File: config.mk
export PLATFORM = sky130hd
export DESIGN_NAME = hex_screen_writer
export DESIGN_NICKNAME = d
export VERILOG_FILES = /design/src/rtl/screen_pkg.sv /design/src/rtl/hex_nibble_to_ascii.sv /design/src/rtl/hex_screen_writer.sv
export SDC_FILE = /design/constraint.sdc
export NUM_CORES = 1
export LEC_CHECK = 0
export BUFFER_PORTS_ARGS = -buffer_cell sky130_fd_sc_hd__buf_2
export CORE_MARGIN = 10
export CORE_UTILIZATION = 36
export DETAILED_ROUTE_END_ITERATION = 10
export HOLD_SLACK_MARGIN = 0.12
export PLACE_DENSITY = 0.64
export SETUP_SLACK_MARGIN = 0.1
export SLEW_MARGIN = 20
export SYNTH_ARGS = -nofsm -noshare
export SYNTH_HDL_FRONTEND = slang
export SYNTH_HIERARCHICAL = 1
export SYNTH_SLANG_ARGS = --single-unit
File: constraint.sdc
create_clock -name clock -period 4 [get_ports clock]
set_input_delay 0.2 -clock clock [delete_from_list [all_inputs] [get_ports clock]]
set_output_delay 0.2 -clock clock [all_outputs]
set_load 0.01 [all_outputs]
File: src/rtl/screen_pkg.sv
// Shared definitions for the character screen RAM and its text-mode writers.
package screen_pkg;

    // Visible text area defaults
    localparam int COLS    = 80;
    localparam int ROWS    = 30;

    // Screen RAM address fields: addr = {row, col}
    localparam int ROW_W   = 5;
    localparam int COL_W   = 7;
    localparam int ADDR_W  = ROW_W + COL_W;
    localparam int ASCII_W = 7;

    // Writer sizing
    localparam int VAL_W   = 32;
    localparam int LEN_W   = 6;
    localparam int HEX_LEN = 10;

    // ASCII constants
    localparam logic [ASCII_W-1:0] ASCII_0 = 7'h30;
    localparam logic [ASCII_W-1:0] ASCII_1 = 7'h31;
    localparam logic [ASCII_W-1:0] ASCII_X = 7'h78;
    localparam logic [ASCII_W-1:0] ASCII_A = 7'h41;

    typedef enum logic [1:0] {
        ST_IDLE  = 2'd0,
        ST_WRITE = 2'd1,
        ST_DONE  = 2'd2
    } wr_state_e;

    // Binary string length: 1..32 pass through, 0 or anything above 32 means 32
    function automatic logic [LEN_W-1:0] clamp_len(input logic [LEN_W-1:0] nbits);
        if (nbits == '0 || nbits > LEN_W'(VAL_W))
            return LEN_W'(VAL_W);
        return nbits;
    endfunction

endpackage

File: src/rtl/hex_nibble_to_ascii.sv
// Combinational 4-bit value to uppercase hex ASCII character.
module hex_nibble_to_ascii
    import screen_pkg::*;
(
    input  logic [3:0]         nibble,
    output logic [ASCII_W-1:0] ascii
);

    // 0-9 map onto '0'..'9', 10-15 onto 'A'..'F'
    always_comb begin
        ascii = ASCII_0 + {3'b000, nibble};
        if (nibble > 4'd9)
            ascii = ASCII_A + {3'b000, nibble} - 7'd10;
    end

endmodule

File: src/rtl/hex_screen_writer.sv
// Streams a latched 32-bit value into screen RAM, one character per cycle,
// either as "0x" + 8 hex digits or as an N-bit binary string.
module hex_screen_writer
    import screen_pkg::*;
#(
    parameter int NCOLS = COLS,
    parameter int NROWS = ROWS
) (
    input  logic               clock,
    input  logic               reset,
    input  logic               start,
    input  logic               fmt,
    input  logic [LEN_W-1:0]   nbits,
    input  logic [VAL_W-1:0]   value,
    input  logic [ROW_W-1:0]   row,
    input  logic [COL_W-1:0]   col,
    output logic               busy,
    output logic               done,
    output logic               wr_en,
    output logic [ADDR_W-1:0]  wr_addr,
    output logic [ASCII_W-1:0] wr_data
);

    wr_state_e          state;
    logic [VAL_W-1:0]   val_sh;   // next character's source sits at the top
    logic               hex_q;
    logic [LEN_W-1:0]   len_q;
    logic [LEN_W-1:0]   idx_q;    // characters already emitted
    logic [ROW_W-1:0]   row_q;    // position of the next character
    logic [COL_W-1:0]   col_q;

    // Position step: col wraps at the last visible column and carries into row
    function automatic logic [ADDR_W-1:0] advance(input logic [ROW_W-1:0] r,
                                                  input logic [COL_W-1:0] c);
        logic [ROW_W-1:0] nr;
        logic [COL_W-1:0] nc;
        nr = r;
        nc = c + 1'b1;
        if (c == COL_W'(NCOLS - 1)) begin
            nc = '0;
            nr = (r == ROW_W'(NROWS - 1)) ? '0 : r + 1'b1;
        end
        return {nr, nc};
    endfunction

    logic [LEN_W-1:0]   len_in;
    logic [LEN_W-1:0]   shamt;
    logic [VAL_W-1:0]   acc_aligned;
    logic [VAL_W-1:0]   acc_sh;
    logic [ASCII_W-1:0] acc_char;
    logic [ASCII_W-1:0] nib_ascii;
    logic [ASCII_W-1:0] cur_char;
    logic [VAL_W-1:0]   cur_sh;
    logic               last_char;

    hex_nibble_to_ascii u_nib (
        .nibble (val_sh[VAL_W-1 -: 4]),
        .ascii  (nib_ascii)
    );

    // Accept path: binary values are left-aligned so the MSB of the string is bit 31
    always_comb begin
        len_in      = clamp_len(nbits);
        shamt       = LEN_W'(VAL_W) - len_in;
        acc_aligned = value << shamt;
        acc_char    = ASCII_0;
        acc_sh      = value;
        if (fmt) begin
            acc_char = acc_aligned[VAL_W-1] ? ASCII_1 : ASCII_0;
            acc_sh   = acc_aligned << 1;
        end
    end

    // Write path: char 1 of hex is 'x' and consumes no nibble
    always_comb begin
        last_char = (idx_q == len_q);
        cur_char  = val_sh[VAL_W-1] ? ASCII_1 : ASCII_0;
        cur_sh    = val_sh << 1;
        if (hex_q) begin
            if (idx_q == LEN_W'(1)) begin
                cur_char = ASCII_X;
                cur_sh   = val_sh;
            end else begin
                cur_char = nib_ascii;
                cur_sh   = val_sh << 4;
            end
        end
    end

    // Writer FSM; all outputs registered
    always_ff @(posedge clock) begin
        if (reset) begin
            state   <= ST_IDLE;
            busy    <= 1'b0;
            done    <= 1'b0;
            wr_en   <= 1'b0;
            wr_addr <= '0;
            wr_data <= '0;
            val_sh  <= '0;
            hex_q   <= 1'b0;
            len_q   <= '0;
            idx_q   <= '0;
            row_q   <= '0;
            col_q   <= '0;
        end else begin
            case (state)
                ST_IDLE, ST_DONE: begin
                    done  <= 1'b0;
                    busy  <= 1'b0;
                    wr_en <= 1'b0;
                    state <= ST_IDLE;
                    if (start) begin
                        state          <= ST_WRITE;
                        busy           <= 1'b1;
                        wr_en          <= 1'b1;
                        wr_addr        <= {row, col};
                        wr_data        <= acc_char;
                        val_sh         <= acc_sh;
                        hex_q          <= ~fmt;
                        len_q          <= fmt ? len_in : LEN_W'(HEX_LEN);
                        idx_q          <= LEN_W'(1);
                        {row_q, col_q} <= advance(row, col);
                    end
                end
                ST_WRITE: begin
                    if (last_char) begin
                        state <= ST_DONE;
                        busy  <= 1'b0;
                        wr_en <= 1'b0;
                        done  <= 1'b1;
                    end else begin
                        wr_en          <= 1'b1;
                        wr_addr        <= {row_q, col_q};
                        wr_data        <= cur_char;
                        val_sh         <= cur_sh;
                        idx_q          <= idx_q + 1'b1;
                        {row_q, col_q} <= advance(row_q, col_q);
                    end
                end
                default: state <= ST_IDLE;
            endcase
        end
    end

endmodule

**Word level (Yosys, flattened, before mapping)**

Index checks and enable logic that the tools add are counted.

- Flip-flop bits (word level): 81
- Bits in latches: 0
- Memory bits (writable): 0
- Memory bits (read-only): 0
- Input port bits: 54
- Output and inout port bits: 22
- Memories: 0

- Add/subtract/negate cells: 9
- Multiply operators: 0
- Divide/modulo/power cells: 0
- Order comparisons: 2
- Equal/unequal tests: 13
- Shift-type cells: 1
- Multiplexer cells: 47
- Bitwise logic cells: 1
- Reductions and logical operators: 10

Operator list:

| cell | number |
|---|---|
| two-way mux 32 bit | 5 |
| one-hot mux 32 bit (2 select lines) | 1 |
| two-way mux 7 bit | 9 |
| << shifter 32 x 6 -> 32 bit | 1 |
| two-way mux 5 bit | 6 |
| two-way mux 6 bit | 5 |
| one-hot mux 7 bit (2 select lines) | 2 |
| two-way mux 12 bit | 2 |
| one-hot mux 12 bit (2 select lines) | 1 |
| adder 7 x 1 -> 7 bit, second input constant | 2 |
| equality test 7 bit, second input constant | 2 |
| one-hot mux 6 bit (2 select lines) | 1 |
| adder 5 x 1 -> 5 bit, second input constant | 2 |
| equality test 5 bit, second input constant | 2 |
| one-hot mux 5 bit (2 select lines) | 1 |
| two-way mux 1 bit | 9 |
| inequality test 2 bit, second input constant | 4 |
| AND reduction 4 bit | 2 |
| adder 6 x 4 -> 7 bit, first input constant | 1 |
| adder 7 x 4 -> 7 bit, first input constant | 1 |
| subtractor 7 x 4 -> 7 bit, second input constant | 1 |
| adder 6 x 1 -> 6 bit, second input constant | 1 |
| equality test 6 x 1 -> 1 bit, second input constant | 1 |
| equality test 6 bit | 1 |
| other kinds (17) | 20 |

**Depth between registers and ports, before layout**

Gate-level depths: netlist (run 1).

- Word-level depth: 10
- Mapped depth: 13

**Modules after synthesis**

Netlist (run 1), hierarchy kept.

By module, submodules not included:

| module | times used | cells each | area an instance (um^2) |
|---|---|---|---|
| hex_screen_writer | 1 | 791 | 6356.1 |
| hex_nibble_to_ascii | 1 | 13 | 108.9 |

**Worst setup path after synthesis (run 1)**

Ideal clock, no wire load.

- Path type: input port to flip-flop
- Start: input nbits[5]
- End: register val_sh[30]
- Arrival: 2786 ps
- Data required time: 3858 ps
- Setup slack: 1072 ps
- Stages: 13
- Buffers on the path: 4
- Cell sequence: and2b_1 inv_1 buf_2 buf_2 ha_1 buf_4 buf_4 mux2i_1 inv_1 mux4_2 nor2b_1 nor4b_1 a2111oi_2

- Longest elaborated chain between the ends: 9

Ends and longest elaborated chain:

| what | line | source |
|---|---|---|
| start: declaration | hex_screen_writer.sv:13 | `input logic [LEN_W-1:0] nbits,` |
| > comparator 6 bit / logical NOT 6 bit (equally long branches) | screen_pkg.sv:33 | `if (nbits == '0 \|\| nbits > LEN_W'(VAL_W))` |
| logical OR 1 bit | screen_pkg.sv:33 |  |
| two-way mux 1 bit | screen_pkg.sv:33 |  |
| two-way mux 6 bit (*) | screen_pkg.sv:35 | `return nbits;` |
| subtractor 6 bit (*) | hex_screen_writer.sv:64 | `shamt = LEN_W'(VAL_W) - len_in;` |
| << shifter 32 x 6 -> 32 bit (*) | hex_screen_writer.sv:65 | `acc_aligned = value << shamt;` |
| two-way mux 32 bit (*) | hex_screen_writer.sv:68 | `if (fmt) begin` |
| two-way mux 32 bit (*) | hex_screen_writer.sv:112 | `if (start) begin` |
| one-hot mux 32 bit (2 select lines) (*) | hex_screen_writer.sv:106 | `case (state)` |
| end signal: assignment | hex_screen_writer.sv:118 | `val_sh <= acc_sh;` |
| end signal: assignment | hex_screen_writer.sv:135 | `val_sh <= cur_sh;` |
| end: declaration | hex_screen_writer.sv:25 | `logic [VAL_W-1:0] val_sh;` |

Every way passes the cells marked *; elsewhere a longest branch is shown, timed or not. The select of a mux whose other input is x is not followed.
A chain may end at the register's enable or synchronous reset.

**Final worst setup path (run 1)**

- Start: register state[0]
- End: register val_sh[23]

- Longest elaborated chain between the ends: 4

Ends and longest elaborated chain:

| what | line | source |
|---|---|---|
| start: declaration | hex_screen_writer.sv:24 | `wr_state_e state;` |
| start signal: assignment | hex_screen_writer.sv:93 | `state <= ST_IDLE;` |
| start signal: assignment | hex_screen_writer.sv:111 | `state <= ST_IDLE;` |
| start signal: assignment | hex_screen_writer.sv:113 | `state <= ST_WRITE;` |
| equality test 2 bit / logical NOT 2 bit (equally long branches) | hex_screen_writer.sv:106 |  |
| OR reduction 2 bit | hex_screen_writer.sv:106 |  |
| inequality test 2 bit (no line) / nonzero test 2 bit (equally long branches) | n/a |  |
| AND reduction 4 bit (no line) | n/a |  |

Several ways; a longest one is shown, not always the timed one.

==> reports/qor.tcl, run 1 <==
set qor(switching_share) 0.382
set qor(setup.worst_path.start_class) {flip-flop}
set qor(drc) 0
set qor(portBuffers) 75
set qor(hold_ws_ns) 0.155
set qor(postPlaceCellArea_um2) 6970
set qor(preCtsSetupSlack_ns) 0.784
set qor(synth_fp_nets) 869
set qor(die_footprint_um2) 23700
set qor(cts_tree) {built}
set qor(hpwl_mm) 14.6
set qor(power_density_nw_per_um2) 399
set qor(holdBufCountCts) 0
set qor(power.total_mw) 2.88
set qor(place.detailed.instances) 1059
set qor(synthDistinctLibCells) 80
set qor(routed-via-count) 6353
set qor(critPathArrivalTime_ns) 3.27
set qor(layout-drive-gt1-share) 0.188
set qor(timing.critical_path.fanout_max) 17
set qor(worst_hold_path_type) {input port to flip-flop}
set qor(tightestPinTransition_ns) 0.919
set qor(power.net_switching_mw) 1.10
set qor(final_period_minus_worst_setup_slack_ns) 3.05
set qor(grt_pass1_vias) 6136
set qor(cts.path.max_buffers) 2
set qor(finalCritPeriodShare) 0.761
set qor(syn_warnings) 6
set qor(gpl.final_weighted_congestion) 0.909
set qor(cts_root_buffer) {sky130_fd_sc_hd__clkbuf_16}
set qor(routed_wl_mm) 19.6
set qor(die_w_um) 154
set qor(max-cap-violations) 0
set qor(finalCoreUtilization) 0.413
set qor(num-nets-final) 910
set qor(ys.flop_type) {sky130_fd_sc_hd__dfxtp_1}
set qor(row_cnt) 48
set qor(drtPass1Iterations) 5
set qor(yosys.area.top_type) {sky130_fd_sc_hd__dfxtp_1}
set qor(skew_ns) 0.00577
set qor(clock-sinks) 81
set qor(fillers) 1816
set qor(async_reset_ff_frac) 0
set qor(hold_depth) 3
set qor(met1Wirelength_mm) 9.22
set qor(sequentialPowerShare) 0.359
set qor(drt_first_iter_violations) 616
set qor(hold_violations) 0
set qor(syn_area_um2) 6460
set qor(number_of_antenna_violations_at_the_first_check_in_global_routing) 0
set qor(rsz0062_at_grt) {no}
set qor(core_um2) 17500
set qor(synthDominantCellAreaShare) 0.251
set qor(timing.final.setup_violations) 0
set qor(postCtsResizedCells) 0
set qor(grt_use_total) 0.161
set qor(synthTopCellsByCount) {sky130_fd_sc_hd__nand2_1, sky130_fd_sc_hd__dfxtp_1, sky130_fd_sc_hd__nor2_1}
set qor(yosys_register_bits) 81
set qor(grt_start_max_net_pins) 56
set qor(grt_first_pass_wirelength_mm) 32.3
set qor(postSynthCellCount) 804
set qor(timing_max_transition_violations_final) 0
set qor(floorplan.initialDensity) 0.370
set qor(final_area_um2) 7220
set qor(timing_worst_setup_path_type) {flip-flop to flip-flop}
set qor(boundaryPins) 76
set qor(p_leak_nw) 2.75
set qor(setup_tns_ns) 0
set qor(avgViaCountPerCell) 5.92
set qor(clk_pin_slew_ns) 0.06
set qor(ir_worst_vdd_mv) 0.215
set qor(post_layout_nonfiller_instances) 1073
set qor(proportion_of_synthesized_chip_area_in_sequential_cells) 0.251
set qor(wl_met2_mm) 8.36
set qor(syn_area_per_cell_um2) 8.04
set qor(post_synth_main_area_contributors) {sky130_fd_sc_hd__dfxtp_1, sky130_fd_sc_hd__mux4_2, sky130_fd_sc_hd__mux2i_1, sky130_fd_sc_hd__nand2_1, sky130_fd_sc_hd__a21oi_1}
set qor(clk_latency_ns) 0.33
set qor(power_frac_comb) 0.391
set qor(upper_clock_frequency_limit_mhz) 328
set qor(p_int_mw) 1.78
set qor(routed.top_layer) {met4}
set qor(wl_per_cell_um) 18.3
set qor(critical_path_required_ns) 4.22
set qor(area_delta_synth_final_pct) 11.7
set qor(final_antenna_net_count) 0
set qor(detailroute.wirelength.met3_mm) 1.64
set qor(die-height_um) 154
set qor(power.share.clock) 0.250
set qor(worstSetupEndpointType) {flip-flop}
set qor(setup_ws_ns) 0.954
set qor(cts_made_buffers) 9
set qor(synthMostInstantiatedCell) {sky130_fd_sc_hd__nand2_1}
set qor(n_antenna_cell) 0
set qor(max_slew_margin) 0.387
set qor(outcome) {complete, no violations}
set qor(cts-htree-levels) 3
set qor(post-cts-setup-buffer-count) 0
set qor(synth_enable_flop_cells) 0
set qor(ff2ff_path_depth) 6
set qor(grt_overflow_total) 0
[final timing paths]
check,from,to,slack (ns)
min reg2reg,wr_data[3],wr_data[3],0.45
max reg2reg,state[0],val_sh[23],0.95
min,col[1],wr_addr[1],0.15
max,state[0],val_sh[23],0.95
[kinds of logic (layout without fill, tap and decap cells)]
group | Yosys count | in the layout | synth area share
flip-flops | 81 | 81 | 0.251
adder cells (fa/ha/maj) | 11 | 11 | 0.0213
AND/OR/NAND/NOR | 296 | 296 | 0.215
multiplexers | 84 | 84 | 0.183
XOR/XNOR | 18 | 18 | 0.0285
AO/OA/AOI/OAI | 224 | 224 | 0.237
buffers and inverters | 90 | 134 | 0.0633
[critical path: stages, from the launching register on]
cell	delay, ns
sky130_fd_sc_hd__dfxtp_1	0.38
sky130_fd_sc_hd__nand2b_1	0.51
sky130_fd_sc_hd__and3_1	0.36
sky130_fd_sc_hd__a21o_1	0.38
sky130_fd_sc_hd__nor2_1	0.69
sky130_fd_sc_hd__nor2_1	0.31
sky130_fd_sc_hd__a32o_1	0.30
[sequential cells by signal (all words and copies together) (netlist names), 2 cells and up]
signal   count
len_q        6
state        2
row_q        5
wr_addr     12
wr_data      7
val_sh      32
col_q        7
idx_q        6
[area by class of cell]
cell class | instances | area [um2] | area share
multi-input cells | 633 | 4460 | 0.617
flip-flops and latches | 81 | 1620 | 0.224
repair buffers | 94 | 518 | 0.0717
well taps | 225 | 282 | 0.0390
clock buffers | 9 | 225 | 0.0312
inverters | 26 | 97.6 | 0.0135
clock inverters | 5 | 25.0 | 0.00346
[power by group through the flow]
stage	registers [mW]	clock network [mW]	logic, mW
after detailed placement	1.05	0	1.11
after CTS	1.03	0.746	1.11
final	1.03	0.721	1.13
after global routing	1.05	0.784	1.24
after global placement	1.05	0	1.10
after floorplan	1.03	0	0.810
[per-layer routing]
layer  track usage  vias up
met1         0.226     2966
met5             0        -
met2         0.239      275
met4        0.0499        0
li1              -     3075
met3        0.0326       37
[cells in the final DEF (no fill, tap or decap), types with 4 or more instances in the layout]
master                      netlist  routed
sky130_fd_sc_hd__nand4_1          5       5
sky130_fd_sc_hd__xor2_1           8       8
sky130_fd_sc_hd__mux2i_1         52      52
sky130_fd_sc_hd__ha_1            11      11
sky130_fd_sc_hd__nor2_1          77      77
sky130_fd_sc_hd__a311oi_1        17      17
sky130_fd_sc_hd__nand3b_1         5       5
sky130_fd_sc_hd__and3_1           9       9
sky130_fd_sc_hd__mux4_2          27      27
sky130_fd_sc_hd__nor2b_1         12      11
sky130_fd_sc_hd__a22oi_1          4       4
sky130_fd_sc_hd__o21ai_0         31      31
sky130_fd_sc_hd__mux2_2           5       5
sky130_fd_sc_hd__dfxtp_1         81      81
sky130_fd_sc_hd__nand2_1        101     101
sky130_fd_sc_hd__o211ai_1        11      11
sky130_fd_sc_hd__a211oi_1        10      10
sky130_fd_sc_hd__o221ai_1         6       6
sky130_fd_sc_hd__nor4_1           8       8
sky130_fd_sc_hd__clkinv_2         0       5
sky130_fd_sc_hd__a21o_1           5       5
sky130_fd_sc_hd__buf_4            9      19
sky130_fd_sc_hd__clkbuf_16        0       9
sky130_fd_sc_hd__a211o_1          4       4
sky130_fd_sc_hd__a32o_1           6       6
sky130_fd_sc_hd__a221oi_1         7       7
sky130_fd_sc_hd__nor3_1          21      21
sky130_fd_sc_hd__buf_2            9      75
sky130_fd_sc_hd__or3_1            4       4
sky130_fd_sc_hd__o22ai_1         12      12
sky130_fd_sc_hd__nand3_1         29      29
sky130_fd_sc_hd__a21oi_1         70      69
sky130_fd_sc_hd__xnor2_1          8       8
sky130_fd_sc_hd__inv_1           25      25
Note: power is estimated with default switching activity, not from simulation.
==> inputs of run 2 (changes only) <==
- PLACE_DENSITY: 0.64 -> 0.66
- clock period: 4 -> 2.6 ns (I/O delays scaled with it)
==> run 2 against run 1 <==
Effect of this change:
- non-clock buffer count is 45 higher
- worst setup slack worse by 0.70 ns
- sequential share of layout area is 1.5 points lower
- via count is 3.9% higher
- sequential cell count stayed put
- clock power is 90% higher
- global-route usage is 0.12 points higher
- critical path type is now input port to flip-flop
- largest cell class unchanged
- highest routed layer unchanged
==> reports/qor.tcl, run 2 (synthesis results as in run 1) <==
set qor(gr-usage-met2) 0.238 ;# was 0.239
set qor(skew_ns) 0.0116 ;# was 0.00577 ns
set qor(timing_max_transition_violations_final) 0 ;# unchanged
set qor(worstSetupEndpointType) {flip-flop} ;# unchanged
set qor(finalCritPeriodShare) 0.902
set qor(clk_pin_slew_ns) 0.06 ;# about the same
set qor(floorplan.initialDensity) 0.370 ;# unchanged
set qor(setup.worst_path.start_class) {input port} ;# was flip-flop
set qor(avgViaCountPerCell) 5.90 ;# was 5.92
set qor(portBuffers) 75 ;# unchanged
set qor(die_w_um) 154 ;# unchanged
set qor(clk_latency_ns) 0.34 ;# was 0.33 ns
set qor(cts_made_buffers) 9 ;# unchanged
set qor(most-common-layout-cells) {sky130_fd_sc_hd__nand2_1, sky130_fd_sc_hd__dfxtp_1, sky130_fd_sc_hd__nor2_1, sky130_fd_sc_hd__buf_2, sky130_fd_sc_hd__a21oi_1} ;# unchanged
set qor(grt_overflow_total) 0 ;# unchanged
set qor(power.total_mw) 4.82 ;# was 2.88 mW
set qor(power_density_nw_per_um2) 622 ;# was 399 nW/um2
set qor(reg_top3) {val_sh (32), wr_addr (12)} ;# unchanged
set qor(boundaryPins) 76 ;# unchanged
set qor(postPlaceCellArea_um2) 7300 ;# was 6970 um2
set qor(tightestPinTransition_ns) 0.686 ;# was 0.919 ns
set qor(largest_reg_flops) 32 ;# unchanged
set qor(final_area_um2) 7750 ;# was 7220 um2
set qor(die-height_um) 154 ;# unchanged
set qor(final_period_minus_worst_setup_slack_ns) 2.34
set qor(grt_first_pass_wirelength_mm) 32.5 ;# was 32.3 mm
set qor(cts_root_buffer) {sky130_fd_sc_hd__clkbuf_16} ;# unchanged
set qor(cts-htree-levels) 3 ;# unchanged
set qor(cts.path.max_buffers) 2 ;# unchanged
set qor(p_leak_nw) 3.01 ;# was 2.75 nW
set qor(core_um2) 17500 ;# unchanged
set qor(r2r_setup_slack_ns) 0.40 ;# was 0.95 ns
set qor(grt_use_total) 0.162 ;# was 0.161
set qor(row_cnt) 48 ;# unchanged
set qor(routed_wl_mm) 20.3 ;# was 19.6 mm
set qor(drc) 0 ;# unchanged
set qor(min_from) {fmt} ;# was col[1]
set qor(use_met3) 0.0371 ;# was 0.0326
set qor(layout_commonest_cell) {sky130_fd_sc_hd__nand2_1} ;# unchanged
set qor(critical_path_required_ns) 2.82 ;# was 4.22 ns
set qor(place.detailed.instances) 1092 ;# was 1059
set qor(grt.busiest_layer) {met2} ;# unchanged
set qor(crit_path_max_delay_cell_type) {sky130_fd_sc_hd__a2111oi_0} ;# was sky130_fd_sc_hd__nor2_1
set qor(timing_worst_setup_path_type) {input port to flip-flop} ;# was flip-flop to flip-flop
set qor(regToRegEndpoint) {val_sh[23]} ;# unchanged
set qor(number_of_antenna_violations_at_the_first_check_in_global_routing) 0 ;# unchanged
set qor(upper_clock_frequency_limit_mhz) 427
set qor(hold_ws_ns) 0.140 ;# was 0.155 ns
set qor(globalRouteMet1Util) 0.229 ;# was 0.226
set qor(post_layout_nonfiller_instances) 1120 ;# was 1073
set qor(hold_depth) 2 ;# was 3
set qor(rsz0062_at_grt) {no} ;# unchanged
set qor(outcome) {complete, no violations} ;# unchanged
set qor(register_with_the_most_flip_flops) {val_sh} ;# unchanged
set qor(die_footprint_um2) 23700 ;# unchanged
set qor(hpwl_mm) 15.3 ;# was 14.6 mm
set qor(timing.critical_path.fanout_max) 22 ;# was 17
set qor(hold_violations) 0 ;# unchanged
set qor(worst_hold_path_type) {input port to flip-flop} ;# unchanged
set qor(layout-drive-gt1-share) 0.222 ;# was 0.188
set qor(preCtsSetupSlack_ns) -0.0396 ;# was 0.784 ns
set qor(grt_pass1_vias) 6210 ;# was 6136
set qor(drtPass1Iterations) 6 ;# was 5
set qor(area_delta_synth_final_pct) 19.9 ;# was 11.7%
set qor(critPathArrivalTime_ns) 2.56 ;# was 3.27 ns
set qor(grt_start_max_net_pins) 53 ;# was 56
set qor(routed-via-count) 6603 ;# was 6353
set qor(n_antenna_cell) 0 ;# unchanged
set qor(setup_tns_ns) 0 ;# unchanged
set qor(ir_worst_vdd_mv) 0.315 ;# was 0.215 mV
set qor(final_antenna_net_count) 0 ;# unchanged
set qor(max_slew_margin) 0.539 ;# was 0.387
set qor(worstReg2RegStart) {hex_q} ;# was state[0]
set qor(cts_tree) {built} ;# unchanged
set qor(max-cap-violations) 0 ;# unchanged
set qor(path_delay_family) {multiplexers} ;# was simple AND/OR/NAND/NOR gates
set qor(drt_first_iter_violations) 614 ;# was 616
set qor(critical_path.n_buffers_inverters) 4 ;# was 0
set qor(wl_per_cell_um) 18.1 ;# was 18.3 um
set qor(worstPathCellList) {buf_2 -> and2b_1 -> inv_1 -> ha_4 -> buf_12 -> mux2i_1 -> mux4_2 -> nor2_1 -> a2111oi_0 -> buf_4 -> a221oi_1} ;# was nand2b_1 -> and3_1 -> a21o_1 -> nor2_1 -> nor2_1 -> a32o_1
set qor(finalCoreUtilization) 0.443 ;# was 0.413
set qor(worst_hold_path.endpoint) {len_q[3]} ;# was wr_addr[1]
set qor(setup_ws_ns) 0.256 ;# was 0.954 ns
set qor(ff2ff_path_depth) 6 ;# unchanged
set qor(clock-sinks) 81 ;# unchanged
set qor(timing.final.setup_violations) 0 ;# unchanged
set qor(crit_path_max_incr_delay_ns) 0.46 ;# was 0.69 ns
set qor(gpl.final_weighted_congestion) 0.966 ;# was 0.909
set qor(num-nets-final) 955 ;# was 910
[run 2: worst max-delay path by stage]
| stage | to | start | cells after the start | slack, ns |
|---|---|---|---|---|
| global route | val_sh[19] | idx_q[2] | 7 | 0.16 |
| floorplan | val_sh[21] | nbits[5] | 12 | -0.02 |
| global placement | val_sh[28] | nbits[5] | 11 | 0.03 |
| detailed placement | val_sh[30] | nbits[5] | 11 | -0.04 |
| finish | val_sh[28] | nbits[5] | 11 | 0.26 |
| CTS | val_sh[30] | nbits[5] | 11 | 0.31 |
[run 2: metal layers]
metal	wire (um)	part of all wire
met1	9400	0.46
met2	8640	0.43
met3	1740	0.086
met4	478	0.024
met5	0	0
[run 2: timing repair]
action / CTS / global route
hold endpoints to repair: 12 / 0
hold buffers: 12 / 0
setup endpoints to repair: 0 / 2
resized for setup: 0 / 1
setup buffers: 0 / 0
[run 2: power by group]
group / internal (mW) / total, mW / switching (mW)
Combinational: 0.798 / 1.87 / 1.07
Clock: 0.841 / 1.37 / 0.526
Sequential: 1.42 / 1.58 / 0.167
[run 2: layout make-up]
| cell class | instances | area, um2 |
|---|---|---|
| clock inverter | 7 | 95.1 |
| fill | 1763 | 9730 |
| timing repair buffer | 139 | 936 |
| tap | 225 | 282 |
| sequential | 81 | 1620 |
| clock buffer | 9 | 225 |
| inverter | 26 | 97.6 |
| multi-input combinational | 633 | 4490 |
